===== config.mk =====
export PLATFORM = sky130hd
export DESIGN_NAME = push_pop_sequencer_flat
export DESIGN_NICKNAME = d
export VERILOG_FILES = /design/src/rtl/push_pop_sequencer_pkg.sv /design/src/rtl/push_pop_sequencer_if.sv /design/src/rtl/push_pop_sequencer_reg_list_scan.sv /design/src/rtl/push_pop_sequencer.sv /design/src/flat_wrapper.sv
export SDC_FILE = /design/constraint.sdc
export NUM_CORES = 1
export LEC_CHECK = 0
export BUFFER_PORTS_ARGS = -buffer_cell sky130_fd_sc_hd__buf_4
export CORE_AREA = 2 2 150 152
export CTS_CLUSTER_DIAMETER = 80
export DETAILED_ROUTE_END_ITERATION = 7
export DIE_AREA = 0 0 152 154
export GPL_TIMING_DRIVEN = 0
export PLACE_DENSITY_LB_ADDON = 0.3
export SYNTH_ARGS = -nofsm -noshare
export SYNTH_HDL_FRONTEND = slang
export SYNTH_SLANG_ARGS = --single-unit

===== constraint.sdc =====
create_clock -name clk -period 11.7 [get_ports clk]
set_input_delay 1.17 -clock clk [delete_from_list [all_inputs] [get_ports clk]]
set_output_delay 1.17 -clock clk [all_outputs]
set_load 0.02 [all_outputs]

===== src/rtl/push_pop_sequencer_pkg.sv =====
// Shared types, widths and helpers for the Thumb PUSH/POP register-list sequencer.
package push_pop_sequencer_pkg;

  localparam int PPS_DATA_W     = 32;
  localparam int PPS_ADDR_W     = 32;
  localparam int PPS_WORD_BYTES = 4;
  localparam int LIST_W         = 9;

  localparam logic [3:0] LIST_TOP = 4'd8;
  localparam logic [3:0] REG_LR   = 4'he;

  typedef enum logic [2:0] {
    IDLE     = 3'd0,
    PUSH_RD  = 3'd1,
    PUSH_MEM = 3'd2,
    POP_MEM  = 3'd3,
    POP_WB   = 3'd4,
    SP_UPD   = 3'd5,
    DONE     = 3'd6
  } pps_state_t;

  // List bit 8 is LR on the PUSH side; bits 0..7 map straight to r0..r7.
  function automatic logic [3:0] rd_select_of(input logic [3:0] bit_idx);
    logic [3:0] sel;
    if (bit_idx == LIST_TOP) begin
      sel = REG_LR;
    end else begin
      sel = bit_idx;
    end
    return sel;
  endfunction

endpackage


===== src/rtl/push_pop_sequencer_if.sv =====
// Handshake bundle between the sequencer (master) and the core/register file/memory (slave).
interface push_pop_sequencer_if
  import push_pop_sequencer_pkg::*;
#(
  parameter int DATA_W = PPS_DATA_W,
  parameter int ADDR_W = PPS_ADDR_W
) ();

  logic              start_i;
  logic              is_pop_i;
  logic [LIST_W-1:0] reg_list_i;
  logic [ADDR_W-1:0] sp_i;
  logic [3:0]        rf_rd_select_o;
  logic [DATA_W-1:0] rf_rd_data_i;
  logic              rf_write_en_o;
  logic [3:0]        rf_wr_select_o;
  logic [DATA_W-1:0] rf_data_o;
  logic              rf_sp_write_en_o;
  logic [ADDR_W-1:0] rf_sp_o;
  logic              pc_write_en_o;
  logic [DATA_W-1:0] pc_o;
  logic              mem_req_o;
  logic              mem_we_o;
  logic [ADDR_W-1:0] mem_addr_o;
  logic [DATA_W-1:0] mem_wdata_o;
  logic              mem_ready_i;
  logic [DATA_W-1:0] mem_rdata_i;
  logic              busy_o;
  logic              done_o;

  modport master (
    input  start_i, is_pop_i, reg_list_i, sp_i, rf_rd_data_i, mem_ready_i, mem_rdata_i,
    output rf_rd_select_o, rf_write_en_o, rf_wr_select_o, rf_data_o, rf_sp_write_en_o,
           rf_sp_o, pc_write_en_o, pc_o, mem_req_o, mem_we_o, mem_addr_o, mem_wdata_o,
           busy_o, done_o
  );

  modport slave (
    output start_i, is_pop_i, reg_list_i, sp_i, rf_rd_data_i, mem_ready_i, mem_rdata_i,
    input  rf_rd_select_o, rf_write_en_o, rf_wr_select_o, rf_data_o, rf_sp_write_en_o,
           rf_sp_o, pc_write_en_o, pc_o, mem_req_o, mem_we_o, mem_addr_o, mem_wdata_o,
           busy_o, done_o
  );

endinterface


===== src/rtl/push_pop_sequencer_reg_list_scan.sv =====
// Combinational scan of a 9-bit register list: lowest set index, any-left flag, popcount.
module push_pop_sequencer_reg_list_scan
  import push_pop_sequencer_pkg::*;
(
  input  logic [LIST_W-1:0] i_list,
  output logic [3:0]        o_low_idx,
  output logic              o_any,
  output logic [3:0]        o_count
);

  // Walk from the top bit down so the last hit is the lowest set bit.
  always_comb begin
    o_low_idx = 4'd0;
    o_count   = 4'd0;
    for (int i = LIST_W - 1; i >= 0; i--) begin
      if (i_list[i]) begin
        o_low_idx = 4'(i);
        o_count   = o_count + 4'd1;
      end else begin
        o_count   = o_count;
      end
    end
    o_any = (i_list != {LIST_W{1'b0}});
  end

endmodule


===== src/rtl/push_pop_sequencer.sv =====
// PUSH/POP multi-register sequencer: walks a register list, drives register file, memory and SP update.
module push_pop_sequencer
  import push_pop_sequencer_pkg::*;
#(
  parameter int DATA_W     = PPS_DATA_W,
  parameter int ADDR_W     = PPS_ADDR_W,
  parameter int WORD_BYTES = PPS_WORD_BYTES
) (
  input logic                  clk,
  input logic                  rst_n,
  push_pop_sequencer_if.master bus
);

  pps_state_t        r_state, w_state_nx;
  logic [LIST_W-1:0] r_list, w_list_nx, w_list_rest, w_scan_in;
  logic [3:0]        r_cur, w_cur_nx;
  logic [ADDR_W-1:0] r_addr, w_addr_nx, r_sp_new, w_sp_new_nx;
  logic [ADDR_W-1:0] w_span, w_stride;
  logic [3:0]        w_scan_idx, w_scan_cnt;
  logic              w_scan_any;

  logic [3:0]        r_rd_sel, w_rd_sel_nx, r_wr_sel, w_wr_sel_nx;
  logic              r_wr_en, w_wr_en_nx, r_sp_we, w_sp_we_nx, r_pc_we, w_pc_we_nx;
  logic              r_mem_req, w_mem_req_nx, r_mem_we, w_mem_we_nx;
  logic              r_busy, w_busy_nx, r_done, w_done_nx;
  logic [DATA_W-1:0] r_rf_data, w_rf_data_nx, r_pc, w_pc_nx;
  logic [ADDR_W-1:0] r_sp, w_sp_nx, r_mem_addr, w_mem_addr_nx;

  // In IDLE the scanner sizes the incoming list; afterwards it looks at the list minus the current bit.
  assign w_list_rest = r_list & (r_list - 9'd1);
  assign w_scan_in   = (r_state == IDLE) ? bus.reg_list_i : w_list_rest;
  assign w_stride    = ADDR_W'(WORD_BYTES);
  assign w_span      = w_stride * ADDR_W'(w_scan_cnt);

  push_pop_sequencer_reg_list_scan u_scan (
    .i_list    (w_scan_in),
    .o_low_idx (w_scan_idx),
    .o_any     (w_scan_any),
    .o_count   (w_scan_cnt)
  );

  // Next-state and working-register update.
  always_comb begin
    w_state_nx  = r_state;
    w_list_nx   = r_list;
    w_cur_nx    = r_cur;
    w_addr_nx   = r_addr;
    w_sp_new_nx = r_sp_new;
    case (r_state)
      IDLE: begin
        if (bus.start_i && (w_scan_cnt == 4'd0)) begin
          w_state_nx = DONE;
        end else if (bus.start_i) begin
          w_list_nx = bus.reg_list_i;
          w_cur_nx  = w_scan_idx;
          if (bus.is_pop_i) begin
            w_state_nx  = POP_MEM;
            w_addr_nx   = bus.sp_i;
            w_sp_new_nx = bus.sp_i + w_span;
          end else begin
            w_state_nx  = PUSH_RD;
            w_addr_nx   = bus.sp_i - w_span;
            w_sp_new_nx = bus.sp_i - w_span;
          end
        end else begin
          w_state_nx = IDLE;
        end
      end
      PUSH_RD: w_state_nx = PUSH_MEM;
      PUSH_MEM: begin
        if (bus.mem_ready_i) begin
          w_list_nx  = w_list_rest;
          w_cur_nx   = w_scan_idx;
          w_addr_nx  = r_addr + w_stride;
          w_state_nx = w_scan_any ? PUSH_RD : SP_UPD;
        end else begin
          w_state_nx = PUSH_MEM;
        end
      end
      POP_MEM: w_state_nx = bus.mem_ready_i ? POP_WB : POP_MEM;
      POP_WB: begin
        w_list_nx  = w_list_rest;
        w_cur_nx   = w_scan_idx;
        w_addr_nx  = r_addr + w_stride;
        w_state_nx = w_scan_any ? POP_MEM : SP_UPD;
      end
      SP_UPD:  w_state_nx = DONE;
      DONE:    w_state_nx = IDLE;
      default: w_state_nx = IDLE;
    endcase
  end

  // Output values for the state being entered, so every output comes straight from a flop.
  always_comb begin
    w_rd_sel_nx   = 4'd0;
    w_wr_en_nx    = 1'b0;
    w_wr_sel_nx   = 4'd0;
    w_rf_data_nx  = {DATA_W{1'b0}};
    w_sp_we_nx    = 1'b0;
    w_sp_nx       = {ADDR_W{1'b0}};
    w_pc_we_nx    = 1'b0;
    w_pc_nx       = {DATA_W{1'b0}};
    w_mem_req_nx  = 1'b0;
    w_mem_we_nx   = 1'b0;
    w_mem_addr_nx = {ADDR_W{1'b0}};
    w_done_nx     = 1'b0;
    case (w_state_nx)
      PUSH_RD: w_rd_sel_nx = rd_select_of(w_cur_nx);
      PUSH_MEM: begin
        w_rd_sel_nx   = rd_select_of(w_cur_nx);
        w_mem_req_nx  = 1'b1;
        w_mem_we_nx   = 1'b1;
        w_mem_addr_nx = w_addr_nx;
      end
      POP_MEM: begin
        w_mem_req_nx  = 1'b1;
        w_mem_addr_nx = w_addr_nx;
      end
      // POP_WB is only entered on the edge that completes the load, so mem_rdata_i is valid here.
      POP_WB: begin
        if (w_cur_nx == LIST_TOP) begin
          w_pc_we_nx = 1'b1;
          w_pc_nx    = bus.mem_rdata_i;
        end else begin
          w_wr_en_nx   = 1'b1;
          w_wr_sel_nx  = w_cur_nx;
          w_rf_data_nx = bus.mem_rdata_i;
        end
      end
      SP_UPD: begin
        w_sp_we_nx = 1'b1;
        w_sp_nx    = w_sp_new_nx;
      end
      DONE:    w_done_nx = 1'b1;
      default: w_done_nx = 1'b0;
    endcase
    w_busy_nx = (w_state_nx != IDLE);
  end

  // State, working registers and registered outputs.
  always_ff @(posedge clk or negedge rst_n) begin
    if (!rst_n) begin
      r_state    <= IDLE;
      r_list     <= {LIST_W{1'b0}};
      r_cur      <= 4'd0;
      r_addr     <= {ADDR_W{1'b0}};
      r_sp_new   <= {ADDR_W{1'b0}};
      r_rd_sel   <= 4'd0;
      r_wr_en    <= 1'b0;
      r_wr_sel   <= 4'd0;
      r_rf_data  <= {DATA_W{1'b0}};
      r_sp_we    <= 1'b0;
      r_sp       <= {ADDR_W{1'b0}};
      r_pc_we    <= 1'b0;
      r_pc       <= {DATA_W{1'b0}};
      r_mem_req  <= 1'b0;
      r_mem_we   <= 1'b0;
      r_mem_addr <= {ADDR_W{1'b0}};
      r_busy     <= 1'b0;
      r_done     <= 1'b0;
    end else begin
      r_state    <= w_state_nx;
      r_list     <= w_list_nx;
      r_cur      <= w_cur_nx;
      r_addr     <= w_addr_nx;
      r_sp_new   <= w_sp_new_nx;
      r_rd_sel   <= w_rd_sel_nx;
      r_wr_en    <= w_wr_en_nx;
      r_wr_sel   <= w_wr_sel_nx;
      r_rf_data  <= w_rf_data_nx;
      r_sp_we    <= w_sp_we_nx;
      r_sp       <= w_sp_nx;
      r_pc_we    <= w_pc_we_nx;
      r_pc       <= w_pc_nx;
      r_mem_req  <= w_mem_req_nx;
      r_mem_we   <= w_mem_we_nx;
      r_mem_addr <= w_mem_addr_nx;
      r_busy     <= w_busy_nx;
      r_done     <= w_done_nx;
    end
  end

  assign bus.rf_rd_select_o   = r_rd_sel;
  assign bus.rf_write_en_o    = r_wr_en;
  assign bus.rf_wr_select_o   = r_wr_sel;
  assign bus.rf_data_o        = r_rf_data;
  assign bus.rf_sp_write_en_o = r_sp_we;
  assign bus.rf_sp_o          = r_sp;
  assign bus.pc_write_en_o    = r_pc_we;
  assign bus.pc_o             = r_pc;
  assign bus.mem_req_o        = r_mem_req;
  assign bus.mem_we_o         = r_mem_we;
  assign bus.mem_addr_o       = r_mem_addr;
  assign bus.mem_wdata_o      = bus.rf_rd_data_i;
  assign bus.busy_o           = r_busy;
  assign bus.done_o           = r_done;

endmodule

===== src/flat_wrapper.sv =====
// flat-port wrapper written by rule: the top's interface ports become plain ports
module push_pop_sequencer_flat import push_pop_sequencer_pkg::*;
#(
  parameter int DATA_W     = PPS_DATA_W,
  parameter int ADDR_W     = PPS_ADDR_W,
  parameter int WORD_BYTES = PPS_WORD_BYTES
)
  (clk, rst_n, bus_start_i, bus_is_pop_i, bus_reg_list_i, bus_sp_i, bus_rf_rd_data_i, bus_mem_ready_i, bus_mem_rdata_i, bus_rf_rd_select_o, bus_rf_write_en_o, bus_rf_wr_select_o, bus_rf_data_o, bus_rf_sp_write_en_o, bus_rf_sp_o, bus_pc_write_en_o, bus_pc_o, bus_mem_req_o, bus_mem_we_o, bus_mem_addr_o, bus_mem_wdata_o, bus_busy_o, bus_done_o);
  push_pop_sequencer_if #(.DATA_W(DATA_W), .ADDR_W(ADDR_W)) bus_i ();
  input logic clk;
  input logic rst_n;
  input wire logic [$bits(bus_i.start_i)-1:0] bus_start_i;
  input wire logic [$bits(bus_i.is_pop_i)-1:0] bus_is_pop_i;
  input wire logic [$bits(bus_i.reg_list_i)-1:0] bus_reg_list_i;
  input wire logic [$bits(bus_i.sp_i)-1:0] bus_sp_i;
  input wire logic [$bits(bus_i.rf_rd_data_i)-1:0] bus_rf_rd_data_i;
  input wire logic [$bits(bus_i.mem_ready_i)-1:0] bus_mem_ready_i;
  input wire logic [$bits(bus_i.mem_rdata_i)-1:0] bus_mem_rdata_i;
  output wire logic [$bits(bus_i.rf_rd_select_o)-1:0] bus_rf_rd_select_o;
  output wire logic [$bits(bus_i.rf_write_en_o)-1:0] bus_rf_write_en_o;
  output wire logic [$bits(bus_i.rf_wr_select_o)-1:0] bus_rf_wr_select_o;
  output wire logic [$bits(bus_i.rf_data_o)-1:0] bus_rf_data_o;
  output wire logic [$bits(bus_i.rf_sp_write_en_o)-1:0] bus_rf_sp_write_en_o;
  output wire logic [$bits(bus_i.rf_sp_o)-1:0] bus_rf_sp_o;
  output wire logic [$bits(bus_i.pc_write_en_o)-1:0] bus_pc_write_en_o;
  output wire logic [$bits(bus_i.pc_o)-1:0] bus_pc_o;
  output wire logic [$bits(bus_i.mem_req_o)-1:0] bus_mem_req_o;
  output wire logic [$bits(bus_i.mem_we_o)-1:0] bus_mem_we_o;
  output wire logic [$bits(bus_i.mem_addr_o)-1:0] bus_mem_addr_o;
  output wire logic [$bits(bus_i.mem_wdata_o)-1:0] bus_mem_wdata_o;
  output wire logic [$bits(bus_i.busy_o)-1:0] bus_busy_o;
  output wire logic [$bits(bus_i.done_o)-1:0] bus_done_o;
  assign bus_i.start_i = bus_start_i;
  assign bus_i.is_pop_i = bus_is_pop_i;
  assign bus_i.reg_list_i = bus_reg_list_i;
  assign bus_i.sp_i = bus_sp_i;
  assign bus_i.rf_rd_data_i = bus_rf_rd_data_i;
  assign bus_i.mem_ready_i = bus_mem_ready_i;
  assign bus_i.mem_rdata_i = bus_mem_rdata_i;
  assign bus_rf_rd_select_o = bus_i.rf_rd_select_o;
  assign bus_rf_write_en_o = bus_i.rf_write_en_o;
  assign bus_rf_wr_select_o = bus_i.rf_wr_select_o;
  assign bus_rf_data_o = bus_i.rf_data_o;
  assign bus_rf_sp_write_en_o = bus_i.rf_sp_write_en_o;
  assign bus_rf_sp_o = bus_i.rf_sp_o;
  assign bus_pc_write_en_o = bus_i.pc_write_en_o;
  assign bus_pc_o = bus_i.pc_o;
  assign bus_mem_req_o = bus_i.mem_req_o;
  assign bus_mem_we_o = bus_i.mem_we_o;
  assign bus_mem_addr_o = bus_i.mem_addr_o;
  assign bus_mem_wdata_o = bus_i.mem_wdata_o;
  assign bus_busy_o = bus_i.busy_o;
  assign bus_done_o = bus_i.done_o;
  push_pop_sequencer #(.DATA_W(DATA_W), .ADDR_W(ADDR_W), .WORD_BYTES(WORD_BYTES)) u_core (.clk(clk), .rst_n(rst_n), .bus(bus_i));
endmodule

==> metrics <==
ys async rst share=1.00; CTS sink count=223; power per cell area=311 mW/mm^2; core area=0.0217 sq mm; layout cells sized above 1=0.225; most common cell after layout, fill and taps aside=buf_4; met1 usage=0.362; Vias/cell=5.71; CTS Buf Count=23; Die ar.=0.0234 sq mm; initial antenna violation count=0; multi-input combinational cell area=0.00537 sq mm; drt wl/cell=18.2 microns; Tcrit/Tclk final=0.852; Rel. slew slack=0.0753; Total GRT Usage=0.271; vias=10400; cells after synthesis=1265; maximum VDD drop=0.222 mV; Hold Vio Cnt, Final=0; Initial DRT Pass Iterations=5; Hold WC Path Type=reg -> reg; status=complete, no violations; Worst setup EP type=register; Synth Warn #=0; MaxCap Viol Count=0; CP peak stage delay=0.61 ns; critical path peak fanout=10; DRT antenna net count=0; worst hold slack=0.470 ns; GPL Wtd Cong=0.951; Final Max Slew Viols=0; TNS Setup=0 ns; PnR Total Power=4530 uW; CTS tree=yes; Worst-Margin Slew=1.38 ns; syn_nets=1398; register area=0.00558 sq mm; post-DP HPWL=24500 microns; crit path DAT=10.38 ns; Achievable Freq=100 MHz; initial DRC count=1059; Clock Skew=0.0112 ns; Synth Flop Type=dfrtp_1; # Post-CTS Setup Buffers=0; hold-fix buffers at CTS=0; CP Class=reg -> reg; minimum clock period=9.97 ns; cts repair resizes=0; slowest cell on the critical path=nor4b_1; crit path from=u_core.r_state[1]; area grow syn2layout=25.1%; Lkg Pwr=0.00703 uW; unrepaired setup endpoints after global routing=no; DRC=0; clk_lat worst skew=0.52 ns; I/O pins=285; WP data required=12.11 ns; Yosys cell types=82; Avg Synthesized Cell Area=9.18 sq um; met2 Usage GRT=0.451; setup violators final=0; most frequent cells in the layout=buf_4, dfrtp_1, nand2_1; GRT Max-Usage Layer=met2; CP most frequent cell=ha_1; number of inserted diodes=0; CTS Buffer Depth=3; PortBufs=240; Seq/Total Area, Yosys=0.480; hold_sp=u_core.r_addr[0]; Post-synth EDFFs=0; CTS Root Cell=clkbuf_16; global-route wire length before repair=51300 microns; Core Rows=54; pre-CTS setup slack=1.82 ns; #FFs+latches synth=223; Vert. Die Dim=154 microns; met3 usage=0.0355; filler cell count=1710; htree depth=1; DIE WIDTH=152 microns; Clk pin slew, worst setup/hold paths=0.06 ns; Reg2Reg Launch Point=u_core.r_state[1]; total global routing overflow=0; wirelength, routed=33200 microns; crit start category=register; Setup WS post-layout=1.73 ns; starting density of the core=0.536; largest net degree at the start of global routing=120; post-synth design cell area=0.0116 sq mm; vias in the first global route=9850; Nets=1664
-- report_power, final --
group	switching [uW]	leakage, uW	internal (uW)	total (uW)
Combinational	1740	0.00370	968	2700
Clock	306	0.000357	416	722
Sequential	112	0.00297	989	1100
-- cells by family (layout without fill, tap and decap cells) --
family | Yosys count | count (layout) | share of synthesized area
simple gates | 541 | 541 | 0.221
flops | 223 | 223 | 0.480
mux | 7 | 7 | 0.00657
compound gates | 258 | 258 | 0.144
fa+ha+maj | 23 | 23 | 0.0261
xor+xnor | 81 | 81 | 0.0637
buf+inv | 132 | 413 | 0.0575
-- per-layer routing --
metal / share of wire / vias to the layer above / wire, microns
met4: 0.042 / 0 / 1390
met1: 0.41 / 5014 / 13700
met3: 0.064 / 88 / 2110
met5: 0 / - / 0
met2: 0.48 / 461 / 16000
li1: - / 4872 / -
-- state kept, by name, indices dropped and copies added, names as in the netlist, 3 cells and up --
name                       flops
u_core.bus.rf_sp_o            32
u_core.bus.mem_addr_o         32
u_core.r_sp_new               32
u_core.r_state                 3
u_core.bus.pc_o               32
u_core.r_cur                   4
u_core.bus.rf_data_o          32
u_core.r_list                  9
u_core.r_addr                 32
u_core.bus.rf_wr_select_o      4
u_core.bus.rf_rd_select_o      4
-- cell usage after synthesis, types with 5 or more instances --
| cell | n | area (sq um) |
|---|---|---|
| nor4_1 | 36 | 225 |
| o221ai_1 | 6 | 52.6 |
| a211oi_1 | 8 | 60.1 |
| nor2_1 | 154 | 578 |
| nor3b_1 | 5 | 37.5 |
| nand2b_1 | 9 | 56.3 |
| nor2b_1 | 9 | 56.3 |
| nand3_1 | 27 | 135 |
| o22ai_1 | 5 | 31.3 |
| a21o_1 | 11 | 82.6 |
| nand4_1 | 7 | 43.8 |
| xnor2_1 | 45 | 394 |
| clkbuf_1 | 55 | 206 |
| buf_4 | 33 | 248 |
| inv_1 | 23 | 86.3 |
| a21oi_1 | 73 | 365 |
| buf_2 | 9 | 45.0 |
| buf_6 | 5 | 56.3 |
| dfrtp_1 | 223 | 5580 |
| xor2_1 | 33 | 289 |
| buf_1 | 5 | 18.8 |
| and3_1 | 24 | 150 |
| and2_1 | 36 | 225 |
| nand2_1 | 169 | 634 |
| a221o_1 | 5 | 50.1 |
| nor3_1 | 26 | 130 |
| mux2i_1 | 5 | 50.1 |
| a22o_1 | 8 | 70.1 |
| or3_1 | 15 | 93.8 |
| o21ai_0 | 77 | 385 |
| a31oi_1 | 18 | 113 |
| ha_1 | 21 | 263 |
| o211ai_1 | 7 | 52.6 |
-- stage by stage --
stage	cell area (sq um)	utilization	cells
global route	14500	0.670	1826
floorplan	11600	-	1265
detailed placement	13800	0.636	1786
global placement	13800	0.635	1785
finish	14500	0.670	1826
CTS	14500	0.670	1826
-- final cells by class --
class                           count  area share
Multi-Input combinational cell    910       0.369
Sequential cell                   223       0.384
Clock inverter                      6     0.00448
Inverter                           25     0.00646
Clock buffer                       34      0.0459
Buffer                            107      0.0395
Tap cell                          280      0.0241
Timing Repair Buffer              241       0.126
-- final timing paths --
path                            slack (ns)  depth (start not counted)                   endpoint
max in group asynchronous             9.97                          2          u_core.r_state[2]
worst max register to register        1.73                         40  u_core.bus.mem_addr_o[20]
worst max-delay path                  1.73                         40  u_core.bus.mem_addr_o[20]
worst min-delay path                  0.47                          2           u_core.r_addr[0]
worst min register to register        0.47                          2           u_core.r_addr[0]
min in group asynchronous             0.67                          1     u_core.bus.rf_sp_o[25]
-- critical path: cells and delay by family, from the launching register on --
| kind | cells | cell delay (ns) |
|---|---|---|
| flops | 1 | 0.37 |
| xor+xnor | 5 | 0.85 |
| fa+ha+maj | 5 | 1.51 |
| simple gates | 15 | 3.32 |
| buf+inv | 8 | 1.88 |
| compound gates | 7 | 1.91 |
Note: power is estimated with default switching activity, not from simulation.
